`src/rtl/bcd_pkg.sv`:
```
// Shared types and helpers for the digit-serial sign-magnitude BCD adder/subtractor.
// A sign digit equal to the negative code means negative; any other value means positive.
package bcd_pkg;

  typedef logic [3:0] digit_t;

  typedef enum logic [1:0] {
    IDLE = 2'd0,
    CALC = 2'd1,
    FIX  = 2'd2,
    DONE = 2'd3
  } state_t;

  localparam digit_t NEG_CODE_DEFAULT = 4'd10;

  function automatic logic neg(input digit_t sign, input digit_t code = NEG_CODE_DEFAULT);
    return sign == code;
  endfunction

  // Output sign digit: a zero magnitude is always reported as positive.
  function automatic digit_t sign_digit(input logic negative, input logic nonzero,
                                        input digit_t code);
    return (negative && nonzero) ? code : 4'd0;
  endfunction

endpackage

```
`src/rtl/bcd_addsub_seq_if.sv`:
```
// Operand/result handshake bundle for bcd_addsub_seq.
// The master supplies operands and consumes results; the slave is the arithmetic block.
interface bcd_addsub_seq_if #(
  parameter int DIGITS = 3
);
  logic                  in_valid;
  logic                  in_ready;
  logic                  op_sub;
  logic [3:0]            a_sign;
  logic [4*DIGITS-1:0]   a_mag;
  logic [3:0]            b_sign;
  logic [4*DIGITS-1:0]   b_mag;
  logic                  out_valid;
  logic                  out_ready;
  logic [4*DIGITS+3:0]   res;
  logic                  ovf;
  logic                  err;

  modport master (
    output in_valid, op_sub, a_sign, a_mag, b_sign, b_mag, out_ready,
    input  in_ready, out_valid, res, ovf, err
  );

  modport slave (
    input  in_valid, op_sub, a_sign, a_mag, b_sign, b_mag, out_ready,
    output in_ready, out_valid, res, ovf, err
  );
endinterface

```
`src/rtl/bcd_digit_adder.sv`:
```
// Single BCD digit adder with decimal (+6) correction; used for both the
// magnitude pass and the ten's-complement fix-up pass.
module bcd_digit_adder
  import bcd_pkg::*;
(
  input  digit_t a,
  input  digit_t b,
  input  logic   cin,
  output digit_t sum,
  output logic   cout
);
  logic [4:0] raw;
  logic [4:0] adj;

  assign raw  = {1'b0, a} + {1'b0, b} + {4'b0000, cin};
  assign adj  = raw + 5'd6;
  assign cout = raw > 5'd9;
  assign sum  = cout ? adj[3:0] : raw[3:0];
endmodule

```
`src/rtl/bcd_addsub_seq.sv`:
```
// Digit-serial sign-magnitude BCD adder/subtractor: LSD-first magnitude pass,
// optional ten's-complement pass when |a| < |b| under effective subtraction.
module bcd_addsub_seq
  import bcd_pkg::*;
#(
  parameter int     DIGITS   = 3,
  parameter digit_t NEG_CODE = NEG_CODE_DEFAULT
) (
  input  logic             clk,
  input  logic             rst,
  bcd_addsub_seq_if.slave  bus
);
  localparam int MW    = 4 * DIGITS;
  localparam int IDX_W = (DIGITS + 1 > 1) ? $clog2(DIGITS + 1) : 1;

  state_t              state_reg;
  logic [MW-1:0]       a_reg;
  logic [MW-1:0]       b_reg;
  logic [MW-1:0]       r_reg;
  logic [IDX_W-1:0]    idx_reg;
  logic                carry_reg;
  logic                eff_sub_reg;
  logic                a_neg_reg;
  logic                in_ready_reg;
  logic                out_valid_reg;
  logic                ovf_reg;
  logic                err_reg;
  logic [MW+3:0]       res_reg;

  digit_t              add_a;
  digit_t              add_b;
  digit_t              sum;
  logic                cout;
  logic [MW-1:0]       r_shift;
  logic [2*DIGITS-1:0] digit_bad;
  logic                in_bad;
  logic                last_digit;
  logic                r_nonzero;
  logic                eff_sub_in;

  genvar gi;
  generate
    for (gi = 0; gi < DIGITS; gi++) begin : g_chk
      assign digit_bad[2*gi]   = bus.a_mag[4*gi +: 4] > 4'd9;
      assign digit_bad[2*gi+1] = bus.b_mag[4*gi +: 4] > 4'd9;
    end
    // New digit enters at the MSD end so the LSD lands at the bottom after DIGITS steps.
    if (DIGITS > 1) begin : g_shift
      assign r_shift = {sum, r_reg[MW-1:4]};
    end else begin : g_shift_one
      assign r_shift = sum;
    end
  endgenerate

  assign in_bad     = |digit_bad;
  assign last_digit = idx_reg == IDX_W'(DIGITS - 1);
  assign r_nonzero  = |r_shift;
  assign eff_sub_in = neg(bus.a_sign, NEG_CODE) ^ neg(bus.b_sign, NEG_CODE) ^ bus.op_sub;

  always_comb begin
    add_a = a_reg[3:0];
    add_b = eff_sub_reg ? (4'd9 - b_reg[3:0]) : b_reg[3:0];
    if (state_reg == FIX) begin
      add_a = 4'd9 - r_reg[3:0];
      add_b = 4'd0;
    end
  end

  bcd_digit_adder u_digit (
    .a    (add_a),
    .b    (add_b),
    .cin  (carry_reg),
    .sum  (sum),
    .cout (cout)
  );

  always_ff @(posedge clk or posedge rst) begin
    if (rst) begin
      state_reg     <= IDLE;
      a_reg         <= '0;
      b_reg         <= '0;
      r_reg         <= '0;
      idx_reg       <= '0;
      carry_reg     <= 1'b0;
      eff_sub_reg   <= 1'b0;
      a_neg_reg     <= 1'b0;
      in_ready_reg  <= 1'b1;
      out_valid_reg <= 1'b0;
      ovf_reg       <= 1'b0;
      err_reg       <= 1'b0;
      res_reg       <= '0;
    end else begin
      case (state_reg)
        IDLE: begin
          if (bus.in_valid) begin
            in_ready_reg <= 1'b0;
            a_reg        <= bus.a_mag;
            b_reg        <= bus.b_mag;
            eff_sub_reg  <= eff_sub_in;
            a_neg_reg    <= neg(bus.a_sign, NEG_CODE);
            carry_reg    <= eff_sub_in;
            idx_reg      <= '0;
            if (in_bad) begin
              res_reg       <= '0;
              err_reg       <= 1'b1;
              ovf_reg       <= 1'b0;
              out_valid_reg <= 1'b1;
              state_reg     <= DONE;
            end else begin
              state_reg <= CALC;
            end
          end
        end
        CALC: begin
          a_reg     <= a_reg >> 4;
          b_reg     <= b_reg >> 4;
          r_reg     <= r_shift;
          carry_reg <= cout;
          idx_reg   <= idx_reg + IDX_W'(1);
          if (last_digit) begin
            idx_reg <= '0;
            if (!eff_sub_reg) begin
              // Final carry on an add means the magnitude does not fit: saturate.
              err_reg       <= 1'b0;
              ovf_reg       <= cout;
              res_reg       <= cout ? {sign_digit(a_neg_reg, 1'b1, NEG_CODE), {DIGITS{4'd9}}}
                                    : {sign_digit(a_neg_reg, r_nonzero, NEG_CODE), r_shift};
              out_valid_reg <= 1'b1;
              state_reg     <= DONE;
            end else if (cout) begin
              err_reg       <= 1'b0;
              ovf_reg       <= 1'b0;
              res_reg       <= {sign_digit(a_neg_reg, r_nonzero, NEG_CODE), r_shift};
              out_valid_reg <= 1'b1;
              state_reg     <= DONE;
            end else begin
              carry_reg <= 1'b1;
              state_reg <= FIX;
            end
          end
        end
        FIX: begin
          r_reg     <= r_shift;
          carry_reg <= cout;
          idx_reg   <= idx_reg + IDX_W'(1);
          if (last_digit) begin
            idx_reg       <= '0;
            err_reg       <= 1'b0;
            ovf_reg       <= 1'b0;
            res_reg       <= {sign_digit(!a_neg_reg, r_nonzero, NEG_CODE), r_shift};
            out_valid_reg <= 1'b1;
            state_reg     <= DONE;
          end
        end
        DONE: begin
          if (bus.out_ready) begin
            out_valid_reg <= 1'b0;
            in_ready_reg  <= 1'b1;
            state_reg     <= IDLE;
          end
        end
        default: state_reg <= IDLE;
      endcase
    end
  end

  assign bus.in_ready  = in_ready_reg;
  assign bus.out_valid = out_valid_reg;
  assign bus.res       = res_reg;
  assign bus.ovf       = ovf_reg;
  assign bus.err       = err_reg;
endmodule
```
`src/flat_wrapper.sv`:
```
// flat-port wrapper written by rule: the top's interface ports become plain ports
module bcd_addsub_seq_flat import bcd_pkg::*;
#(
  parameter int     DIGITS   = 3,
  parameter digit_t NEG_CODE = NEG_CODE_DEFAULT
)
  (clk, rst, bus_in_valid, bus_op_sub, bus_a_sign, bus_a_mag, bus_b_sign, bus_b_mag, bus_out_ready, bus_in_ready, bus_out_valid, bus_res, bus_ovf, bus_err);
  bcd_addsub_seq_if #(.DIGITS(DIGITS)) bus_i ();
  input  logic clk;
  input  logic rst;
  input wire logic [$bits(bus_i.in_valid)-1:0] bus_in_valid;
  input wire logic [$bits(bus_i.op_sub)-1:0] bus_op_sub;
  input wire logic [$bits(bus_i.a_sign)-1:0] bus_a_sign;
  input wire logic [$bits(bus_i.a_mag)-1:0] bus_a_mag;
  input wire logic [$bits(bus_i.b_sign)-1:0] bus_b_sign;
  input wire logic [$bits(bus_i.b_mag)-1:0] bus_b_mag;
  input wire logic [$bits(bus_i.out_ready)-1:0] bus_out_ready;
  output wire logic [$bits(bus_i.in_ready)-1:0] bus_in_ready;
  output wire logic [$bits(bus_i.out_valid)-1:0] bus_out_valid;
  output wire logic [$bits(bus_i.res)-1:0] bus_res;
  output wire logic [$bits(bus_i.ovf)-1:0] bus_ovf;
  output wire logic [$bits(bus_i.err)-1:0] bus_err;
  assign bus_i.in_valid = bus_in_valid;
  assign bus_i.op_sub = bus_op_sub;
  assign bus_i.a_sign = bus_a_sign;
  assign bus_i.a_mag = bus_a_mag;
  assign bus_i.b_sign = bus_b_sign;
  assign bus_i.b_mag = bus_b_mag;
  assign bus_i.out_ready = bus_out_ready;
  assign bus_in_ready = bus_i.in_ready;
  assign bus_out_valid = bus_i.out_valid;
  assign bus_res = bus_i.res;
  assign bus_ovf = bus_i.ovf;
  assign bus_err = bus_i.err;
  bcd_addsub_seq #(.DIGITS(DIGITS), .NEG_CODE(NEG_CODE)) u_core (.clk(clk), .rst(rst), .bus(bus_i));
endmodule
```
`config.mk`:
```
export PLATFORM = sky130hd
export DESIGN_NAME = bcd_addsub_seq_flat
export DESIGN_NICKNAME = d
export VERILOG_FILES = /design/src/rtl/bcd_pkg.sv /design/src/rtl/bcd_addsub_seq_if.sv /design/src/rtl/bcd_digit_adder.sv /design/src/rtl/bcd_addsub_seq.sv /design/src/flat_wrapper.sv
export SDC_FILE = /design/constraint.sdc
export NUM_CORES = 1
export LEC_CHECK = 0
export ABC_AREA = 1
export BUFFER_PORTS_ARGS = -buffer_cell sky130_fd_sc_hd__buf_2
export CAP_MARGIN = 20
export CORE_MARGIN = 3
export CORE_UTILIZATION = 57
export DETAILED_ROUTE_END_ITERATION = 8
export GPL_TIMING_DRIVEN = 0
export HOLD_SLACK_MARGIN = 0.15
export PLACE_DENSITY_LB_ADDON = 0.2
export SLEW_MARGIN = 20
export SYNTH_ARGS = -nofsm -noshare
export SYNTH_HDL_FRONTEND = slang
export SYNTH_HIERARCHICAL = 1
export SYNTH_SLANG_ARGS = --single-unit
```
`constraint.sdc`:
```
create_clock -name clk -period 4.8 [get_ports clk]
set_input_delay 0.48 -clock clk [delete_from_list [all_inputs] [get_ports clk]]
set_output_delay 0.48 -clock clk [all_outputs]
set_load 0.01 [all_outputs]
```
==> results of run 1 <==
-- metrics by stage --
stage,area [um2],setup slack [ns]
after floorplan,3435,1.397
after global placement,3795,0.9646
after detailed placement,3817,0.8185
after CTS,4078,0.7826
after global routing,4078,0.3894
final,4078,0.7171
-- layout make-up --
class	instances	area (um2)
Buffer	19	102.6
Clock buffer	12	155.1
Clock inverter	4	95.09
Fill cell	469	1598
Inverter	57	216.5
Multi-Input combinational cell	321	1615
Sequential cell	60	1503
Tap cell	72	90.09
Timing Repair Buffer	56	300.3
-- metal layers --
metal	GRT usage (%)	vias to the layer above	share of wire, %
met5	0	-	0
met4	8.187	0	1.1
met3	5.923	13	6.1
met2	41.14	128	49
met1	33.91	1551	44
li1	-	1607	-
-- tightest hold or removal path: stages --
cell and delay (ns):
buf_2 0.10, nand3_1 0.08, nand2_1 0.06
-- logic make-up (layout without fill, tap and decap cells) --
kind of cell,after synthesis,after routing,synth area share (%)
simple gates,231,231,29.10
buf+inv,76,148,9.227
compound gates,74,74,12.44
flops,60,60,43.80
fa+ha+maj,12,12,4.814
xor+xnor,2,2,0.5107
other cells,1,2,0.1093
-- repair_timing --
action,4_1_cts,5_1_grt
hold buffers,1,0
setup buffers,0,0
hold endpoints to repair,17,0
-- path summary, 6_finish.rpt --
check,startpoint,endpoint
max reg2reg,u_core/state_reg[0]$_DFFE_PP0P_,u_core/bus.res[10]$_DFFE_PP0P_
min in group asynchronous,rst,u_core/b_reg[11]$_DFFE_PP0P_
max,u_core/state_reg[0]$_DFFE_PP0P_,u_core/bus.res[10]$_DFFE_PP0P_
max in group asynchronous,rst,u_core/r_reg[0]$_DFFE_PP0N_
min,bus_out_ready,u_core/bus.in_ready$_DFFE_PP1P_
min reg2reg,u_core/bus.res[3]$_DFFE_PP0P_,u_core/bus.res[3]$_DFFE_PP0P_
-- cell usage in the layout, fill, tap and decap left out, types with 7 or more instances in the layout --
master	n
a31oi_1	7
buf_2	61
clkbuf_1	7
clkbuf_8	11
dfrtp_1	59
ha_1	10
inv_1	52
nand2_1	126
nand3_1	28
nand4_1	15
nor2_1	50
o211ai_1	11
o21ai_0	47
==> metrics, run 1 <==
final slew viol count=0; DRT iter0 DRCs=approximately 320; fin crit share=between 80 and 90%; nets=~570; clock latency on the worst-skew pair=0.34 ns; CTS resizes=0; non-filler instance count after layout=601; clock sinks=60; drt pass-1 iters=5; Detailed Place HPWL=roughly 6300 um; CP peak stage delay=a little over 0.5 ns; worst-case reg-to-reg path depth=19; Synth top cells by count=126 x nand2_1, 59 x dfrtp_1, 53 x inv_1; TritonCTS clock tree=built; WL per Instance=about 14 um; vias after detailed routing=roughly 3.3k; worst hold path depth=3; Syn. warnings=6; CP Cell Sequence=inv_1, ha_1, buf_2, inv_1, nand2_1, o21ai_0, fa_1, fa_1, nand2_1, nand2_2, ha_1, a21oi_4, nand2_4, nand2_4, nand2_1, o21ai_0, nor2_1, nand4_1, nand2_1; max-cap violation count=0; pin count of the biggest net entering global routing=43; number of distinct library cells after synthesis=34; Top Ports=57; RSZ-0062 raised after global routing=false; share of cells above drive strength 1=18.53%; number of enable flip-flop cells after synthesis=0; Detail Route Antenna Nets=0; gpl congestion=0.8732; Core ar.=about 0.0057 mm2; post-synthesis cell area=approximately 0.0034 mm2; initial antenna violation count=0; outcome=finished, final reports clean; worst reg-to-reg setup slack=around 0.72 ns; Yosys top cell area share=between 40% and 50%; critical path launch point type=flip-flop; CP most frequent cell=nand2_1; utilization after layout=between 70% and 80%; total wire length=8473 um; Max Freq=around 240 MHz; worst min-delay path class=in2reg; root buffer cell=clkbuf_8; crit-path leading delay family=adder cells; grt total ovfl=0; first-pass GRT wire length=14520 um; die height=83.58 um; die area=approximately 0.0070 mm2; Tmin final=4.083 ns; worst slew pin tran=approximately 0.62 ns; CP max-delay cell=o21ai_0; CTS H-tree depth=3; area delta synth->final=18.85%; cell taking the most area after synthesis=dfrtp_1; CP Capture Type=flip-flop; clk buf depth=2; max_slew headroom=about three fifths; Sum Neg Setup Slack=0 ns; number of global-route vias before repair=~3.2k; mean post-synth cell area=roughly 7.5 um2; Reg clk slew, reported paths=~0.06 ns; Cells after Synth=456; Starting Density=between 60% and 70%; Synth Flop Type=dfrtp_1; number of I/O port buffers=54; Setup CP Type=reg2reg; synth top area cells=dfrtp_1 43%, nand2_1 14%, o21ai_0 6.9%, inv_1 5.8%, nor2_1 5.5%; Async SR Flop Fraction=100.0%; worst path bufs/invs=3; Num CTS Buffers=9; vias per std cell=roughly 5.5; Tot GR Track Use=25.45%; Fin. Hold Viols=0; Die Wd=approximately 84 um; clk_skew=0.005662 ns; worst hold slack=around 0.39 ns; worst-path fanout max=9; Seq cells post-synth=60; # rows=27; ANT cells=0; Seq/Total Area, Yosys=a little over two fifths; most common cell in the synthesized netlist=nand2_1; Worst Path Arrival=between 4 and 5 ns; max reg flops=13; CP Data Required Time=approximately 5.0 ns; Final setup viols=0; count of placed standard cells including taps=between 500 and 600; Worst path depth=19; Residual DRC=0
Power of run 1 is not shown: default switching activity piles up to over one toggle a cycle in this logic, so the estimate is an artifact.
==> run 2: changes to the inputs <==
--- a/config.mk
+++ b/config.mk
@@ -9,11 +9,12 @@
 export BUFFER_PORTS_ARGS = -buffer_cell sky130_fd_sc_hd__buf_2
 export CAP_MARGIN = 20
 export CORE_MARGIN = 3
-export CORE_UTILIZATION = 57
+export CORE_UTILIZATION = 30
 export DETAILED_ROUTE_END_ITERATION = 8
 export GPL_TIMING_DRIVEN = 0
 export HOLD_SLACK_MARGIN = 0.15
 export PLACE_DENSITY_LB_ADDON = 0.2
+export RECOVER_POWER = 100
 export SLEW_MARGIN = 20
 export SYNTH_ARGS = -nofsm -noshare
 export SYNTH_HDL_FRONTEND = slang
==> run 2 against run 1 <==
The flow now finishes with violations (capacitance limit, slew limit). Global-route usage shrank 11 points. Sequential cell count is the same. Sequential share of layout area shrank 0.77 points. Via count shrank 5.3%. Non-clock buffer count is the same. Critical path type unchanged. Largest cell class unchanged. Highest routed layer unchanged.
==> metrics, run 2 (synthesized netlist as in run 1, its figures left out) <==
worst slew pin tran=1.874 ns (was 0.6195 ns); CP Capture Type=flip-flop (unchanged); utilization after layout=37.76% (was 71.85%); nets=573 (unchanged); final slew viol count=36 (was 0); die area=0.01276 mm2 (was 0.006986 mm2); vias after detailed routing=3123 (was 3299); share of cells above drive strength 1=13.61% (was 18.53%); WL per Instance=12.75 um (was 14.10 um); max_slew headroom=-24.91% (was 58.27%); Top Ports=57 (unchanged); # rows=38 (was 27); outcome=finished, violations left (was finished, final reports clean); worst-path fanout max=9 (unchanged); Worst Path Arrival=4.30 ns (was 4.31 ns); number of global-route vias before repair=3085 (was 3234); Reg clk slew, reported paths=0.05 ns (was 0.06 ns); number of I/O port buffers=54 (unchanged); Sum Neg Setup Slack=0 ns (unchanged); Final setup viols=0 (unchanged); DRT iter0 DRCs=131 (was 317); Num CTS Buffers=9 (unchanged); clk buf depth=2 (unchanged); Residual DRC=0 (unchanged); root buffer cell=clkbuf_16 (was clkbuf_8); critical path launch point type=flip-flop (unchanged); total wire length=8530 um (was 8473 um); CP Data Required Time=5.01 ns (was 5.03 ns); Detailed Place HPWL=6637 um (was 6258 um); TritonCTS clock tree=built (unchanged); most frequent cells in the layout=128 x nand2_1, 59 x dfrtp_1, 54 x inv_1 (was 126 x nand2_1, 61 x buf_2, 59 x dfrtp_1); die height=112.9 um (was 83.58 um); drt pass-1 iters=5 (unchanged); first-pass GRT wire length=14870 um (was 14520 um); vias per std cell=4.668 (was 5.489); CTS H-tree depth=3 (unchanged); Tot GR Track Use=14.46% (was 25.45%); fin crit share=85.24% (was 85.06%); clk_skew=0.005405 ns (was 0.005662 ns); gpl congestion=0.7857 (was 0.8732); clock latency on the worst-skew pair=0.33 ns (was 0.34 ns); RSZ-0062 raised after global routing=false (unchanged); Starting Density=31.10% (was 60.45%); clock sinks=60 (unchanged); ANT cells=0 (unchanged); grt total ovfl=0 (unchanged); commonest non-fill, non-tap cell in the layout=nand2_1 (unchanged); initial antenna violation count=0 (unchanged); Detail Route Antenna Nets=0 (unchanged); area delta synth->final=21.41% (was 18.85%); Setup CP Type=reg2reg (unchanged); Core ar.=0.01103 mm2 (was 0.005675 mm2); Max Freq=244.4 MHz (was 244.9 MHz); fillers=1201 (was 469); worst-case reg-to-reg path depth=19 (unchanged); worst hold path depth=3 (unchanged); pin count of the biggest net entering global routing=36 (was 43); Die Wd=112.9 um (was 83.58 um); max-cap violation count=1 (was 0); Fin. Hold Viols=0 (unchanged); Multi-input gate area=0.001588 mm2 (was 0.001615 mm2); max reg flops=13 (unchanged); worst min-delay path class=in2reg (unchanged); failing checks=capacitance limit, slew limit; Setup Buffers After CTS=0 (unchanged); worst hold slack=0.3844 ns (was 0.3856 ns); Tmin final=4.091 ns (was 4.083 ns); FF/Latch Area=0.001503 mm2 (unchanged)
==> run 2: cell types whose count changed in the layout (fill, tap and decap cells not counted), sizes merged <==
cell / before / now
buf: 68 / 47
inv: 55 / 54
bufinv: 3 / 1
clkbuf: 18 / 40
clkinvlp: 0 / 2
==> run 2: what timing repair did <==
action	4_1_cts	5_1_grt
hold endpoints to repair	25	0
resized for setup	0	0
hold buffers	1	0
==> run 2: layer usage <==
metal,global-route usage [%],share of wire (%)
met3,4.064,5.9
met4,5.529,1.5
met5,0,0
met2,22.51,46
met1,19.12,46
==> run 2: path summary, 6_finish.rpt <==
path	end	slack [ns]	start
setup / recovery	u_core/bus.res[10]$_DFFE_PP0P_	0.71	u_core/state_reg[0]$_DFFE_PP0P_
hold / removal	u_core/bus.in_ready$_DFFE_PP1P_	0.38	bus_out_ready
setup reg to reg	u_core/bus.res[10]$_DFFE_PP0P_	0.71	u_core/state_reg[0]$_DFFE_PP0P_
hold reg to reg	u_core/bus.ovf$_DFFE_PP0P_	0.46	u_core/bus.ovf$_DFFE_PP0P_
max in group asynchronous	u_core/bus.res[7]$_DFFE_PP0P_	1.64	rst
min in group asynchronous	u_core/b_reg[6]$_DFFE_PP0P_	0.91	rst
==> run 2: layout make-up <==
type / instances / share of cell area, %
inverter: 57 / 5.167
timing repair buffer: 56 / 6.248
multi-input combinational: 321 / 38.12
sequential: 60 / 36.08
buffer: 19 / 2.433
clock buffer: 13 / 6.729
tap: 140 / 4.205
clock inverter: 3 / 1.021
==> run 2: metrics by stage <==
stage / instances / setup slack, ns / instance area (um2)
after global routing: 669 / 0.2418 / 4165
after global placement: 651 / 0.8869 / 3880
after CTS: 669 / 0.8260 / 4235
after detailed placement: 652 / 0.8431 / 3902
final: 669 / 0.7086 / 4165
after floorplan: 457 / 1.397 / 3435
==> run 2: worst max-delay path: stages, from the launching register on <==
cell and delay (ns):
dfrtp_1 0.43, inv_1 0.12, ha_1 0.15, buf_2 0.19, inv_1 0.13, nand2_1 0.09, o21ai_0 0.11, fa_1 0.50
fa_1 0.40, nand2_1 0.11, nand2_2 0.10, ha_1 0.26, a21oi_4 0.14, nand2_4 0.07, nand2_1 0.22, nand2_1 0.11
o21ai_0 0.54, nor2_1 0.12, nand4_1 0.12, nand2_1 0.05
Power of run 2 is left out for the same reason.
==> run 3: changes to the inputs <==
--- a/config.mk
+++ b/config.mk
@@ -10,9 +10,9 @@
 export CAP_MARGIN = 20
 export CORE_MARGIN = 3
 export CORE_UTILIZATION = 30
+export CTS_CLUSTER_SIZE = 30
 export DETAILED_ROUTE_END_ITERATION = 8
 export GPL_TIMING_DRIVEN = 0
-export HOLD_SLACK_MARGIN = 0.15
 export PLACE_DENSITY_LB_ADDON = 0.2
 export RECOVER_POWER = 100
 export SLEW_MARGIN = 20
==> constraint.sdc (replaced) <==
create_clock -name clk -period 4.9 [get_ports clk]
set_input_delay 0.49 -clock clk [delete_from_list [all_inputs] [get_ports clk]]
set_output_delay 0.49 -clock clk [all_outputs]
set_load 0.01 [all_outputs]
==> run 3 against run 2 <==
The run still ends with capacitance limit, slew limit left. Non-clock buffer count fell by 1. Worst hold slack better by 0.0068 ns. Setup slack better by 0.025 ns. Fmax shrank 1.8%. Critical path depth stayed put. Register-to-register slack improved by 0.03 ns. Clock skew about the same. First-iteration DRC count is 0.76% lower. Routed wire length rose by 0.15%. Utilization barely moved. Via count hardly changed. Highest routed layer unchanged.
==> metrics, run 3 (synthesized netlist as in run 1, its figures left out) <==
outcome=finished, violations left (unchanged); failing checks=capacitance limit, slew limit (unchanged); # rows=38 (unchanged); Detail Route Antenna Nets=0 (unchanged); final slew viol count=36 (unchanged); max reg flops=13 (unchanged); TritonCTS clock tree=built (unchanged); Max Freq=240.0 MHz (was 244.4 MHz); Starting Density=31.10% (unchanged); number of global-route vias before repair=3072 (was 3085); worst path bufs/invs=3 (unchanged); worst min-delay path class=in2async (was in2reg); Detailed Place HPWL=6637 um (unchanged); Setup CP Type=reg2reg (unchanged); root buffer cell=clkbuf_16 (unchanged); die height=112.9 um (unchanged); max-cap violation count=1 (unchanged); vias per std cell=4.672 (was 4.668); Num CTS Buffers=9 (unchanged); worst-case reg-to-reg path depth=19 (unchanged); CP most frequent cell=nand2_1 (unchanged); first-pass GRT wire length=14850 um (was 14870 um); DRT iter0 DRCs=130 (was 131); Fin. Hold Viols=0 (unchanged); utilization after layout=37.78% (was 37.76%); Final setup viols=0 (unchanged); area delta synth->final=21.48% (was 21.41%); origin of the critical flop-to-flop path=u_core/state_reg[0]$_DFFE_PP0P_ (unchanged); CTS H-tree depth=3 (unchanged); number of I/O port buffers=54 (unchanged); drt pass-1 iters=4 (was 5); ANT cells=0 (unchanged); pre-CTS WS=0.9431 ns (was 0.8431 ns); reg2reg end=u_core/bus.res[10]$_DFFE_PP0P_ (unchanged); Setup Buffers After CTS=0 (unchanged); gpl congestion=0.7857 (unchanged); worst slew pin tran=1.870 ns (was 1.874 ns); clk_skew=0.005515 ns (was 0.005405 ns); Setup WS post-layout=0.7339 ns (was 0.7086 ns); CP peak stage delay=0.55 ns (was 0.54 ns); Top Ports=57 (unchanged); Worst Path Arrival=4.38 ns (was 4.30 ns); nets=572 (was 573); Core ar.=0.01103 mm2 (unchanged); Reg clk slew, reported paths=0.05 ns (about the same); Sum Neg Setup Slack=0 ns (unchanged); share of cells above drive strength 1=14.02% (was 13.61%); Tot GR Track Use=14.44% (was 14.46%); WL per Instance=12.79 um (was 12.75 um); fillers=1199 (was 1201); Die Wd=112.9 um (unchanged); crit-path leading delay family=adder cells (unchanged); fin crit share=85.02% (was 85.24%); Residual DRC=0 (unchanged); pin count of the biggest net entering global routing=36 (unchanged); grt total ovfl=0 (unchanged); critical path launch point type=flip-flop (unchanged); vias after detailed routing=3121 (was 3123); most frequent cells in the layout=127 x nand2_1, 59 x dfrtp_1, 54 x inv_1 (was 128 x nand2_1, 59 x dfrtp_1, 54 x inv_1); commonest non-fill, non-tap cell in the layout=nand2_1 (unchanged); RSZ-0062 raised after global routing=false (unchanged); CTS resizes=0 (unchanged); worst hold slack=0.3911 ns (was 0.3844 ns); CP Data Required Time=5.11 ns (was 5.01 ns); Tmin final=4.166 ns (was 4.091 ns); worst reg-to-reg setup slack=0.73 ns (was 0.71 ns); Multi-input gate area=0.001600 mm2 (was 0.001588 mm2); CP max-delay cell=o21ai_0 (unchanged); max_slew headroom=-24.68% (was -24.91%); FF/Latch Area=0.001503 mm2 (unchanged); CP Cell Sequence=inv_1, ha_1, clkbuf_1, inv_1, nand2_1, o21ai_0, fa_1, fa_1, nand2_1, nand2_2, ha_1, a21oi_4, nand2_4, nand2_4, nand2_1, o21ai_0, nor2_1, nand4_1, nand2_1 (was inv_1, ha_1, buf_2, inv_1, nand2_1, o21ai_0, fa_1, fa_1, nand2_1, nand2_2, ha_1, a21oi_4, nand2_4, nand2_1, nand2_1, o21ai_0, nor2_1, nand4_1, nand2_1); CP Capture Type=flip-flop (unchanged); clk buf depth=2 (unchanged); clock sinks=60 (unchanged); initial antenna violation count=0 (unchanged); die area=0.01276 mm2 (unchanged); clock latency on the worst-skew pair=0.33 ns (about the same); total wire length=8543 um (was 8530 um); worst-path fanout max=9 (unchanged); # hold bufs at CTS=0 (was 1)
[run 3: cell types whose count changed in the layout (fill, tap and decap cells not counted)]
cell | previous run | this run
nor3_1 | 2 | 1
dlygate4sd3_1 | 1 | 0
nor3_2 | 0 | 1
nand2_4 | 1 | 2
nand2_1 | 128 | 127
[run 3: stage by stage]
stage,instance area (um2),std cells
after global routing,4168,668
final,4168,668
after floorplan,3435,457
after CTS,4225,668
after detailed placement,3902,652
after global placement,3880,651
[run 3: area by class of cell]
cell class                      count  area share (%)
Multi-Input combinational cell    321           38.40
Timing Repair Buffer               55           6.034
Buffer                             19           2.402
Sequential cell                    60           36.06
Inverter                           57           5.164
Clock inverter                      3           1.021
Clock buffer                       13           6.725
Tap cell                          140           4.203
[run 3: layer usage]
metal / track usage [%] / part of all wire [%] / up-vias / wire [um]
li1: - / - / 1599 / -
met1: 19.15 / 46 / 1419 / 3897
met2: 22.39 / 47 / 89 / 3984
met3: 4.064 / 6.2 / 14 / 530
met4: 5.529 / 1.5 / 0 / 131
met5: 0 / 0 / - / 0
[run 3: worst max path at each step]
stage	start	to	slack (ns)	depth (start not counted)
after detailed placement	u_core/state_reg[0]$_DFFE_PP0P_	u_core/bus.res[10]$_DFFE_PP0P_	0.94	19
final	u_core/state_reg[0]$_DFFE_PP0P_	u_core/bus.res[10]$_DFFE_PP0P_	0.73	19
after CTS	u_core/state_reg[0]$_DFFE_PP0P_	u_core/bus.res[10]$_DFFE_PP0P_	0.93	19
after global placement	u_core/state_reg[0]$_DFFE_PP0P_	u_core/bus.res[10]$_DFFE_PP0P_	0.99	19
after global routing	u_core/state_reg[0]$_DFFE_PP0P_	u_core/bus.res[10]$_DFFE_PP0P_	0.27	19
after floorplan	u_core/state_reg[0]$_DFFE_PP0P_	u_core/bus.res[10]$_DFFE_PP0P_	1.50	19
Power of run 3 is left out for the same reason.
